===== src/rtl/bsr_shift_seq.sv =====
// bsr_shift_seq: request/response sequencer in front of a logical-right barrel
// shifter. It adds arithmetic right shifts by complementing the operand before
// the shift and the result after it. It adds rotate-right by running two shifter
// passes and OR-ing the partial results.
module bsr_shift_seq #(
   parameter int unsigned DW = 32,
   parameter int unsigned SW = 5
) (
   input  logic          CLK,
   input  logic          RST,
   input  logic          REQ_VALID,
   output logic          REQ_READY,
   input  logic [1:0]    REQ_OP,
   input  logic [SW-1:0] REQ_AMT,
   input  logic [DW-1:0] REQ_DATA,
   output logic          RSP_VALID,
   input  logic          RSP_READY,
   output logic [DW-1:0] RSP_DATA,
   output logic          RSP_ERR,
   output logic [SW-1:0] BS_AMT,
   output logic [DW-1:0] BS_DIN,
   input  logic [DW-1:0] BS_DOUT
);

   // DW expressed one bit wider than the shift amount, so DW - amt is exact.
   localparam logic [SW:0] DW_EXT = (SW+1)'(DW);

   typedef enum logic [1:0] {
      ST_IDLE  = 2'b00,
      ST_PASS1 = 2'b01,
      ST_PASS2 = 2'b10,
      ST_RESP  = 2'b11
   } state_t;

   typedef enum logic [1:0] {
      OP_SRL = 2'b00,
      OP_SRA = 2'b01,
      OP_ROR = 2'b10,
      OP_ILL = 2'b11
   } op_t;

   state_t        state_q;
   op_t           op_q;
   logic [SW-1:0] amt_q;
   logic [DW-1:0] data_q;
   logic [DW-1:0] acc_q;
   logic [DW-1:0] rsp_data_q;
   logic          rsp_err_q;
   logic          rsp_valid_q;

   logic          sra_neg;
   logic [DW-1:0] pass1_res_d;
   logic [DW-1:0] pass2_res_d;
   logic [SW-1:0] bs_amt_d;
   logic [DW-1:0] bs_din_d;

   // Bit reversal. It turns the shifter's right shift into a left shift for
   // the second rotate pass.
   function automatic logic [DW-1:0] bitrev(input logic [DW-1:0] x);
      logic [DW-1:0] r;
      for (int unsigned i = 0; i < DW; i++) begin
         r[i] = x[DW-1-i];
      end
      return r;
   endfunction

   // Drive the shifter and form the pass results from its combinational output.
   always_comb begin
      bs_amt_d    = '0;
      bs_din_d    = '0;
      sra_neg     = (op_q == OP_SRA) && data_q[DW-1];
      pass1_res_d = sra_neg ? ~BS_DOUT : BS_DOUT;
      pass2_res_d = acc_q | bitrev(BS_DOUT);
      case (state_q)
         ST_PASS1: begin
            bs_amt_d = amt_q;
            bs_din_d = sra_neg ? ~data_q : data_q;
         end
         ST_PASS2: begin
            bs_amt_d = SW'(DW_EXT - {1'b0, amt_q});
            bs_din_d = bitrev(data_q);
         end
         default: begin
            bs_amt_d = '0;
            bs_din_d = '0;
         end
      endcase
   end

   assign BS_AMT    = bs_amt_d;
   assign BS_DIN    = bs_din_d;
   assign REQ_READY = (state_q == ST_IDLE) && !RST;
   assign RSP_VALID = rsp_valid_q;
   assign RSP_DATA  = rsp_data_q;
   assign RSP_ERR   = rsp_err_q;

   // Sequencer: accept, one or two shifter passes, then hold the response.
   always_ff @(posedge CLK or posedge RST) begin
      if (RST) begin
         state_q     <= ST_IDLE;
         op_q        <= OP_SRL;
         amt_q       <= '0;
         data_q      <= '0;
         acc_q       <= '0;
         rsp_data_q  <= '0;
         rsp_err_q   <= 1'b0;
         rsp_valid_q <= 1'b0;
      end else begin
         case (state_q)
            ST_IDLE: begin
               if (REQ_VALID) begin
                  op_q   <= op_t'(REQ_OP);
                  amt_q  <= REQ_AMT;
                  data_q <= REQ_DATA;
                  if (REQ_OP == OP_ILL) begin
                     rsp_data_q  <= REQ_DATA;
                     rsp_err_q   <= 1'b1;
                     rsp_valid_q <= 1'b1;
                     state_q     <= ST_RESP;
                  end else begin
                     rsp_err_q <= 1'b0;
                     state_q   <= ST_PASS1;
                  end
               end
            end
            ST_PASS1: begin
               if (op_q == OP_ROR) begin
                  acc_q <= BS_DOUT;
                  if (amt_q == '0) begin
                     rsp_data_q  <= BS_DOUT;
                     rsp_valid_q <= 1'b1;
                     state_q     <= ST_RESP;
                  end else begin
                     state_q <= ST_PASS2;
                  end
               end else begin
                  rsp_data_q  <= pass1_res_d;
                  rsp_valid_q <= 1'b1;
                  state_q     <= ST_RESP;
               end
            end
            ST_PASS2: begin
               rsp_data_q  <= pass2_res_d;
               rsp_valid_q <= 1'b1;
               state_q     <= ST_RESP;
            end
            ST_RESP: begin
               if (RSP_READY) begin
                  rsp_valid_q <= 1'b0;
                  state_q     <= ST_IDLE;
               end
            end
            default: begin
               rsp_valid_q <= 1'b0;
               state_q     <= ST_IDLE;
            end
         endcase
      end
   end

endmodule


===== config.mk =====
export PLATFORM = sky130hd
export DESIGN_NAME = bsr_shift_seq
export DESIGN_NICKNAME = d
export VERILOG_FILES = /design/src/rtl/bsr_shift_seq.sv
export SDC_FILE = /design/constraint.sdc
export NUM_CORES = 1
export LEC_CHECK = 0
export BUFFER_PORTS_ARGS = -buffer_cell sky130_fd_sc_hd__buf_2
export CAP_MARGIN = 20
export CORE_ASPECT_RATIO = 1.1
export CORE_MARGIN = 8
export CORE_UTILIZATION = 40
export DETAILED_ROUTE_END_ITERATION = 7
export PLACE_DENSITY = 0.65
export SLEW_MARGIN = 15
export SYNTH_ARGS = -nofsm -noshare
export SYNTH_HDL_FRONTEND = slang
export SYNTH_SLANG_ARGS = --single-unit

===== constraint.sdc =====
create_clock -name CLK -period 5.15 [get_ports CLK]
set_clock_uncertainty 0.05 [all_clocks]
set_input_delay 1.03 -clock CLK [delete_from_list [all_inputs] [get_ports CLK]]
set_output_delay 1.03 -clock CLK [all_outputs]
set_load 0.1 [all_outputs]

==> results.md, run 1 <==
- Most common library cells after synthesis: dfrtp_1 (107), mux2_2 (71), nor2_1 (70)
- Area Growth Syn to Fin: 19.42%
- Tmin final: 3.885 ns
- CTS tree: yes
- Clock slew at reported path FFs: 0.07 ns
- 1st-iter DRT viols: 287
- Tightest Pin Transition: 0.9952 ns
- Setup TNS: 0 ns
- CTS Root Buffer Type: clkbuf_16
- Final HPWL DP: 12000 um
- Worst Path Max Fanout: 42
- Hold Fails Final Rpt: 0
- GRT Overall Usage: 16.79%
- CTS resizes: 0
- Max cap viols: 0
- Top-area cell type share of the netlist area: 44.25%
- Syn Std Cell Area: 0.006051 mm^2
- Io pins: 147
- Top FF cell, synth: dfrtp_1
- DR vias/cell: 5.155
- Sequential area share after synthesis: 44.25%
- Seq cells post-synth: 107
- Leading area contributor after synthesis: dfrtp_1
- Initial antenna violation count: 4
- Drt drc: 0
- Die area: 0.01932 mm^2
- # rows: 47
- DR vias: 4758
- Setup violations, final: 0
- Core ar.: 0.01494 mm^2
- Post-synth EDFFs: 0
- Slew HR: 33.65%
- Crit path DAT: 2.80 ns
- GRT overflow: 0
- Fin nets: 803
- Syn Inst Count: 602
- Die H: 145.0 um
- RSZ-0062 raised after global routing: no
- Final WL: 16290 um
- Top cells by area, synth: dfrtp_1 (44%), mux2_2 (13%), xnor2_1 (9.0%)
- CTS Hold Bufs: 0
- Vias in the first global route: 4724
- Critical Path RT: 4.07 ns
- H-tree levels: 3
- Clk_lat worst skew: 0.35 ns
- Period utilisation layout: 75.43%
- Mean Syn Cell Area: 10.05 um^2
- Post-DR wirelength/cell: 17.65 um
- Die X: 133.3 um
- HP Class: reg2reg
- Clk sink count: 107
- Number of CTS-inserted buffers: 9
- Crit path kind: reg2out
- Post-CTS Setup Inserts: 0
- Fmax: 257.4 MHz
- Antenna-violating nets left: 0
- Most frequent cell after synthesis: dfrtp_1
- Status: finished clean
- Largest net degree at the start of global routing: 71
- Synth Net Count: 685
- DR pass1 iterations: 5
- YS warnings: 0
- Critical Path End Type: output pin
- Crit start category: flip-flop
- Fraction of layout cells with a size suffix above 1: 38.07%
- Async SR Flop Fraction: 100.0%
- Clock Path Buffers: 2
- RD Place Congestion: 0.8093
- Initial core utilization: 40.51%
- Final Max Slew Viols: 0
- Port Buffer Count: 146
- Yosys cell types: 31
- First-pass GRT wire length: 26250 um
==> placed cells by master (no fill, tap or decap), types with 2 or more instances in the layout <==
cell type / Yosys / final
inv_1: 10 / 8
nand2_1: 69 / 68
nor3b_1: 3 / 3
o21ai_0: 36 / 36
mux2_2: 71 / 71
ha_2: 0 / 3
a22oi_1: 32 / 32
nor2_1: 70 / 70
o31ai_1: 6 / 6
nand3b_1: 2 / 2
o31ai_2: 28 / 28
nand3_1: 4 / 4
bufinv_16: 0 / 2
diode_2: 0 / 2
buf_4: 3 / 7
ha_1: 8 / 5
dfrtp_1: 107 / 107
a21oi_1: 36 / 36
clkinvlp_4: 0 / 2
buf_2: 8 / 146
clkbuf_16: 0 / 9
xnor2_1: 62 / 62
==> final timing paths <==
kind,slack [ns],startpoint,to,depth (start not counted)
min,0.43,RSP_DATA[26],RSP_DATA[26],2
max in group asynchronous,3.18,RST,data_q[30],3
max,1.27,state_q[0],BS_DIN[22],6
min reg2reg,0.43,RSP_DATA[26],RSP_DATA[26],2
min in group asynchronous,0.82,RST,RSP_ERR,2
max reg2reg,2.07,state_q[1],RSP_DATA[12],6
==> routing by layer <==
layer / vias to the layer above / GRT usage [%] / part of all wire, %
met1: 2285 / 20.87 / 42
li1: 2324 / - / -
met5: - / 0 / 0.11
met4: 4 / 5.958 / 2.1
met2: 119 / 26.84 / 48
met3: 26 / 5.249 / 7.7
==> stage by stage <==
stage                     util [%]  std cells  instance area, um^2  setup slack (ns)  hold WS [ns]
after floorplan                  -        602                 6051            0.6461        0.4238
after global placement       45.96        904                 6865             1.717        0.4074
after detailed placement     45.96        904                 6865             1.646        0.4166
after CTS                    48.16        920                 7193             1.251        0.4328
after global routing         48.37        923                 7226             1.072        0.4604
final                        48.37        923                 7226             1.265        0.4285
==> sequential cells by signal, indices dropped and copies added, names as in the netlist <==
register and count:
RSP_ERR 1, data_q 32, RSP_VALID 1, acc_q 32
op_q 2, RSP_DATA 32, amt_q 5, state_q 2
==> critical path, cell delays in order, from the launching register on <==
cell	delay [ns]
dfrtp_1	0.45
inv_1	0.14
ha_2	0.68
buf_4	0.43
a22oi_1	0.14
nor2_1	0.16
buf_2	0.45
==> kinds of logic after synthesis <==
| kind of cell | after synthesis | share of synthesized area [%] |
|---|---|---|
| adders and majority gates | 8 | 1.654 |
| and+or+nand+nor | 153 | 10.22 |
| DFF | 107 | 44.25 |
| xor gates and xnor gates | 62 | 8.974 |
| muxes | 71 | 13.21 |
| AOI/OAI and AO/OA | 144 | 17.31 |
| buffers and inverters | 57 | 4.384 |
==> cell type report <==
type | count | area, um^2
antenna | 2 | 5.005
clock buffer | 10 | 239.0
clock inverter | 6 | 88.84
fill | 1414 | 7711
inverter | 10 | 40.04
multi-input combinational | 438 | 3119
sequential | 107 | 2678
tap | 196 | 245.2
timing repair buffer | 154 | 810.8
Power of run 1 is left out: the tool's default activity adds up to more than one toggle a clock period on the data nets, which glitch-free logic cannot reach.
==> run 2, diff against run 1 <==
==> constraint.sdc (replaced) <==
create_clock -name CLK -period 4 [get_ports CLK]
set_clock_uncertainty 0.05 [all_clocks]
set_input_delay 0.8 -clock CLK [delete_from_list [all_inputs] [get_ports CLK]]
set_output_delay 0.8 -clock CLK [all_outputs]
set_load 0.1 [all_outputs]
==> run 2 against run 1 <==
Effect of this change: cell count is 0.33% higher; setup slack worse by 0.48 ns; register-to-register slack worse by 0.66 ns; die area stayed put; non-clock buffer count is 4 higher; via count is 1.1% higher; core utilization hardly changed; count of clock-buffer cells in the layout is 1 lower; routed wire length is 1.4% higher; flip-flop and latch count stayed put; global-route usage is 0.26 points higher.
==> results.md, run 2 (same netlist as run 1, synthesis figures left out) <==
- Number of CTS-inserted buffers: 9
- Period utilisation layout: 80.39%
- Critical Path RT: 3.15 ns
- Clk sink count: 107
- Crit start category: flip-flop
- Most frequent cells in the layout: buf_2 (146), dfrtp_1 (107), mux2_2 (71)
- Cells along the critical path: inv_1, ha_2, buf_4, a22oi_1, nor2_1, buf_2
- HP Class: reg2reg
- Die X: 133.3 um
- Place WS: 1.145 ns
- GRT overflow: 0
- Status: finished clean
- Final Max Slew Viols: 0
- CTS Root Buffer Type: clkbuf_16
- Clk_lat worst skew: 0.35 ns
- Final WL: 16520 um
- Tightest Pin Transition: 0.9506 ns
- Antenna-violating nets left: 0
- H-tree levels: 3
- First-pass GRT wire length: 26660 um
- Vias in the first global route: 4892
- Clock slew at reported path FFs: 0.07 ns
- Setup TNS: 0 ns
- Slew HR: 36.40%
- Hold Fails Final Rpt: 0
- Fin nets: 807
- Most common cell after layout, fill and taps aside: buf_2
- DR vias: 4809
- RD Place Congestion: 0.8201
- Crit path DAT: 2.37 ns
- Core ar.: 0.01494 mm^2
- Worst Path Max Fanout: 24
- Io pins: 147
- DR pass1 iterations: 5
- Area Growth Syn to Fin: 19.33%
- RSZ-0062 raised after global routing: no
- DR vias/cell: 5.193
- Initial core utilization: 40.51%
- Post-DR wirelength/cell: 17.84 um
- Clock Path Buffers: 2
- # rows: 47
- Final HPWL DP: 12190 um
- Die area: 0.01932 mm^2
- Initial antenna violation count: 4
- GRT Overall Usage: 17.05%
- Post-CTS Setup Inserts: 0
- CTS Hold Bufs: 0
- Slowest-stage cell, CP: ha_2
- Critical Path Max Stage Delay: 0.46 ns
- Die H: 145.0 um
- Tmin final: 3.215 ns
- Critical Path End Type: output pin
- Fraction of layout cells with a size suffix above 1: 38.38%
- Slack of the critical path: 0.7845 ns
- Drt drc: 0
- Largest net degree at the start of global routing: 65
- Fmax: 311.0 MHz
- CTS tree: yes
- Max cap viols: 0
- 1st-iter DRT viols: 352
- Setup violations, final: 0
- Crit path kind: reg2out
- CTS resizes: 0
- Port Buffer Count: 146
[run 2: cell types whose count changed in the layout (fill, tap and decap cells not counted), sizes merged]
cell / previous run / this run
buf: 154 / 158
inv: 9 / 10
clkinv: 3 / 1
diode: 2 / 3
clkbuf: 10 / 9
[run 2: worst max-delay path: cells and delay by family, from the launching register on]
family / cells / cell delay [ns]
and+or+nand+nor: 1 / 0.11
DFF: 1 / 0.44
adders and majority gates: 1 / 0.46
AOI/OAI and AO/OA: 1 / 0.13
buffers and inverters: 3 / 0.88
[run 2: layout make-up]
type	instances	area, um^2
inverters	10	40.04
flip-flops and latches	107	2678
multi-input cells	438	3124
clock inverters	5	80.08
repair buffers	158	820.8
fillers	1431	7716
diodes	3	7.507
clock buffers	9	225.2
well taps	196	245.2
[run 2: path summary, 6_finish.rpt]
| path | startpoint | endpoint | slack [ns] | depth (start not counted) |
|---|---|---|---|---|
| max | state_q[0] | BS_DIN[15] | 0.78 | 6 |
| min | RSP_DATA[5] | RSP_DATA[5] | 0.43 | 2 |
| max reg2reg | state_q[1] | RSP_DATA[21] | 1.41 | 7 |
| min reg2reg | RSP_DATA[5] | RSP_DATA[5] | 0.43 | 2 |
| max in group asynchronous | RST | data_q[30] | 2.53 | 3 |
| min in group asynchronous | RST | RSP_VALID | 0.53 | 2 |
[run 2: layer usage]
layer / global-route usage, % / part of all wire, % / up-vias
met4: 7.083 / 2.2 / 4
met3: 5.318 / 7.1 / 26
met1: 20.94 / 43 / 2330
met2: 27.09 / 48 / 122
li1: - / - / 2327
met5: 0 / 0.12 / -
[run 2: through the flow]
stage | util, % | cell area [um^2] | instances | hold WS, ns
after global placement | 46.25 | 6908 | 909 | 0.4060
after global routing | 48.32 | 7218 | 925 | 0.4535
final | 48.34 | 7221 | 926 | 0.4288
after CTS | 48.29 | 7213 | 923 | 0.4311
after detailed placement | 46.25 | 6908 | 909 | 0.4153
after floorplan | - | 6056 | 602 | 0.4238
Power of run 2 is left out for the same reason.
==> run 3, diff against run 2 <==
--- a/config.mk
+++ b/config.mk
@@ -5,13 +5,14 @@
 export SDC_FILE = /design/constraint.sdc
 export NUM_CORES = 1
 export LEC_CHECK = 0
+export ABC_AREA = 1
 export BUFFER_PORTS_ARGS = -buffer_cell sky130_fd_sc_hd__buf_2
 export CAP_MARGIN = 20
 export CORE_ASPECT_RATIO = 1.1
 export CORE_MARGIN = 8
 export CORE_UTILIZATION = 40
 export DETAILED_ROUTE_END_ITERATION = 7
-export PLACE_DENSITY = 0.65
+export PLACE_DENSITY = 0.66
 export SLEW_MARGIN = 15
 export SYNTH_ARGS = -nofsm -noshare
 export SYNTH_HDL_FRONTEND = slang
==> constraint.sdc (replaced) <==
create_clock -name CLK -period 2.7 [get_ports CLK]
set_clock_uncertainty 0.05 [all_clocks]
set_input_delay 0.54 -clock CLK [delete_from_list [all_inputs] [get_ports CLK]]
set_output_delay 0.54 -clock CLK [all_outputs]
set_load 0.1 [all_outputs]
==> run 3 against run 2 <==
Effect of this change: synthesized cell count is 64% higher; count of clock-buffer cells in the layout did not move; non-clock buffer count grew 10; routed wire length up 24%; first-iteration DRC count increased by 130%; critical path depth rose by 1; setup slack worse by 0.70 ns; hold slack lost 0.13 ns; global-route usage rose by 3.1 points; die area rose by 6.0%.
==> results.md, run 3 <==
- RD Place Congestion: 0.8102
- Top-area cell type share of the netlist area: 41.45%
- Initial core utilization: 41.05%
- Period utilisation layout: 96.76%
- Status: finished clean
- Async SR Flop Fraction: 100.0%
- Cells along the critical path: inv_1, ha_1, inv_2, buf_12, buf_4, a21oi_2, buf_12
- Hold Fails Final Rpt: 0
- Final Core Density: 53.32%
- Crit path buffers/inverters: 5
- Post-synth EDFFs: 0
- Initial antenna violation count: 4
- Die area: 0.02048 mm^2
- First-pass GRT wire length: 33110 um
- Crit path DAT: 2.02 ns
- Largest net degree at the start of global routing: 108
- Top FF cell, synth: dfrtp_1
- Most frequent cell after synthesis: nand2_1
- Area Growth Syn to Fin: 29.87%
- Vias in the first global route: 6215
- Syn Inst Count: 990
- Seq cells post-synth: 107
- Synth Net Count: 1073
- Worst Reg2Reg Path Length in Cells: 10
- Fraction of layout cells with a size suffix above 1: 19.31%
- Crit path kind: reg2out
- Slowest-stage cell, CP: dfrtp_1
- GRT Overall Usage: 20.17%
- Worst Path Max Fanout: 25
- Final WL: 20550 um
- Largest delay share family, worst path: buffers and inverters
- Die X: 137.2 um
- Crit. path cell count: 7
- Fmax: 382.8 MHz
- Tightest Pin Transition: 0.5989 ns
- CTS tree: yes
- Setup violations, final: 0
- Sequential area share after synthesis: 41.45%
- Fillers: 1579
- Syn Std Cell Area: 0.006460 mm^2
- Leading area contributor after synthesis: dfrtp_1
- 1st-iter DRT viols: 818
- Clk sink count: 107
- Core ar.: 0.01574 mm^2
- Most frequent cells in the layout: nand2_1 (303), nor2_1 (201), buf_2 (109)
- Critical Path RT: 2.11 ns
- Antenna-violating nets left: 0
- Top cells by area, synth: dfrtp_1 (41%), nand2_1 (18%), nor2_1 (12%)
- CTS Hold Bufs: 0
- Critical Path End Type: output pin
- Cell mode on critical path: buf_12
- Tmin final: 2.613 ns
- HP Class: in2async
- H-tree levels: 3
- Slew HR: 60.07%
- Io pins: 147
- Critical Path Max Stage Delay: 0.40 ns
- Final HPWL DP: 14370 um
- Fin nets: 1186
- Clock Path Buffers: 2
- CTS Root Buffer Type: clkbuf_16
- Yosys cell types: 21
- YS warnings: 0
- DR vias: 6518
- Clk_lat worst skew: 0.35 ns
- Drt drc: 0
- Crit start category: flip-flop
- Clock slew at reported path FFs: 0.07 ns
- DR pass1 iterations: 5
- Number of CTS-inserted buffers: 9
- Port Buffer Count: 146
- DR vias/cell: 4.972
- Mean Syn Cell Area: 6.525 um^2
- Final Max Slew Viols: 0
- FF/Latch Area: 0.002678 mm^2
- Most common library cells after synthesis: nand2_1 (304), nor2_1 (201), dfrtp_1 (107)
- Max cap viols: 0
- Most common cell after layout, fill and taps aside: nand2_1
- GRT overflow: 0
- Die H: 149.3 um
- Area of the multi-input gates: 0.003302 mm^2
- Post-DR wirelength/cell: 15.67 um
- RSZ-0062 raised after global routing: yes
- # rows: 48
## run 3: cell families after synthesis
| group | after synthesis | synth area share, % |
|---|---|---|
| compound gates | 118 | 9.239 |
| fa+ha+maj | 8 | 1.550 |
| buf+inv | 147 | 9.181 |
| flops | 107 | 41.45 |
| mux | 1 | 0.1743 |
| simple gates | 609 | 38.41 |
## run 3: path summary, 6_finish.rpt
path | startpoint | endpoint | slack, ns
max | state_q[1] | BS_DIN[9] | 0.09
min | RST | RSP_ERR | 0.30
max reg2reg | state_q[1] | RSP_DATA[25] | 0.44
min reg2reg | RSP_DATA[11] | RSP_DATA[11] | 0.43
max in group asynchronous | RST | data_q[18] | 1.84
min in group CLK | REQ_AMT[0] | amt_q[0] | 0.39
## run 3: layout make-up
| class | instances | share of cell area [%] |
|---|---|---|
| clock buffer | 9 | 2.685 |
| inverter | 81 | 3.669 |
| tap | 200 | 2.983 |
| multi-input combinational | 736 | 39.36 |
| timing repair buffer | 168 | 17.06 |
| clock inverter | 7 | 2.237 |
| antenna | 3 | 0.08949 |
| sequential | 107 | 31.92 |
## run 3: metrics by stage
step                      instance area, um^2  setup WS [ns]  TNS [ns]  cells  hold slack (ns)
after floorplan                          6525        -0.6968    -19.92    990           0.4037
after global placement                   7855         0.4385         0   1288           0.4107
after detailed placement                 7855         0.3463         0   1288           0.4139
after CTS                                8274       -0.02659   -0.1631   1304           0.3400
after global routing                     8389       -0.02576   -0.1270   1311           0.3564
final                                    8389        0.08738         0   1311           0.2972
## run 3: what timing repair did
item,4_1_cts,5_1_grt
gates cloned,0,1
pin swaps,0,1
resized for setup,2,19
endpoints found under the hold margin,0,0
buffers inserted,0,3
endpoints found under the setup margin,10,18
## run 3: worst reg2reg max path, cell delays in order, from the launching register on
cell and delay [ns]:
dfrtp_1 0.41, inv_1 0.13, ha_2 0.24, buf_4 0.15
buf_4 0.35, nand4_1 0.19, nand3_2 0.12, buf_12 0.26
nor2_1 0.09, nand2_1 0.10, nand2_1 0.05
## run 3: metal layers
layer	wire, um	up-vias	track usage, %	share of wire [%]
li1	-	3342	-	-
met1	9118	2979	27.45	44
met2	9834	170	31.45	48
met3	1183	25	3.235	5.8
met4	399	2	7.667	1.9
met5	10	-	0	0.049
Power of run 3 is left out for the same reason.
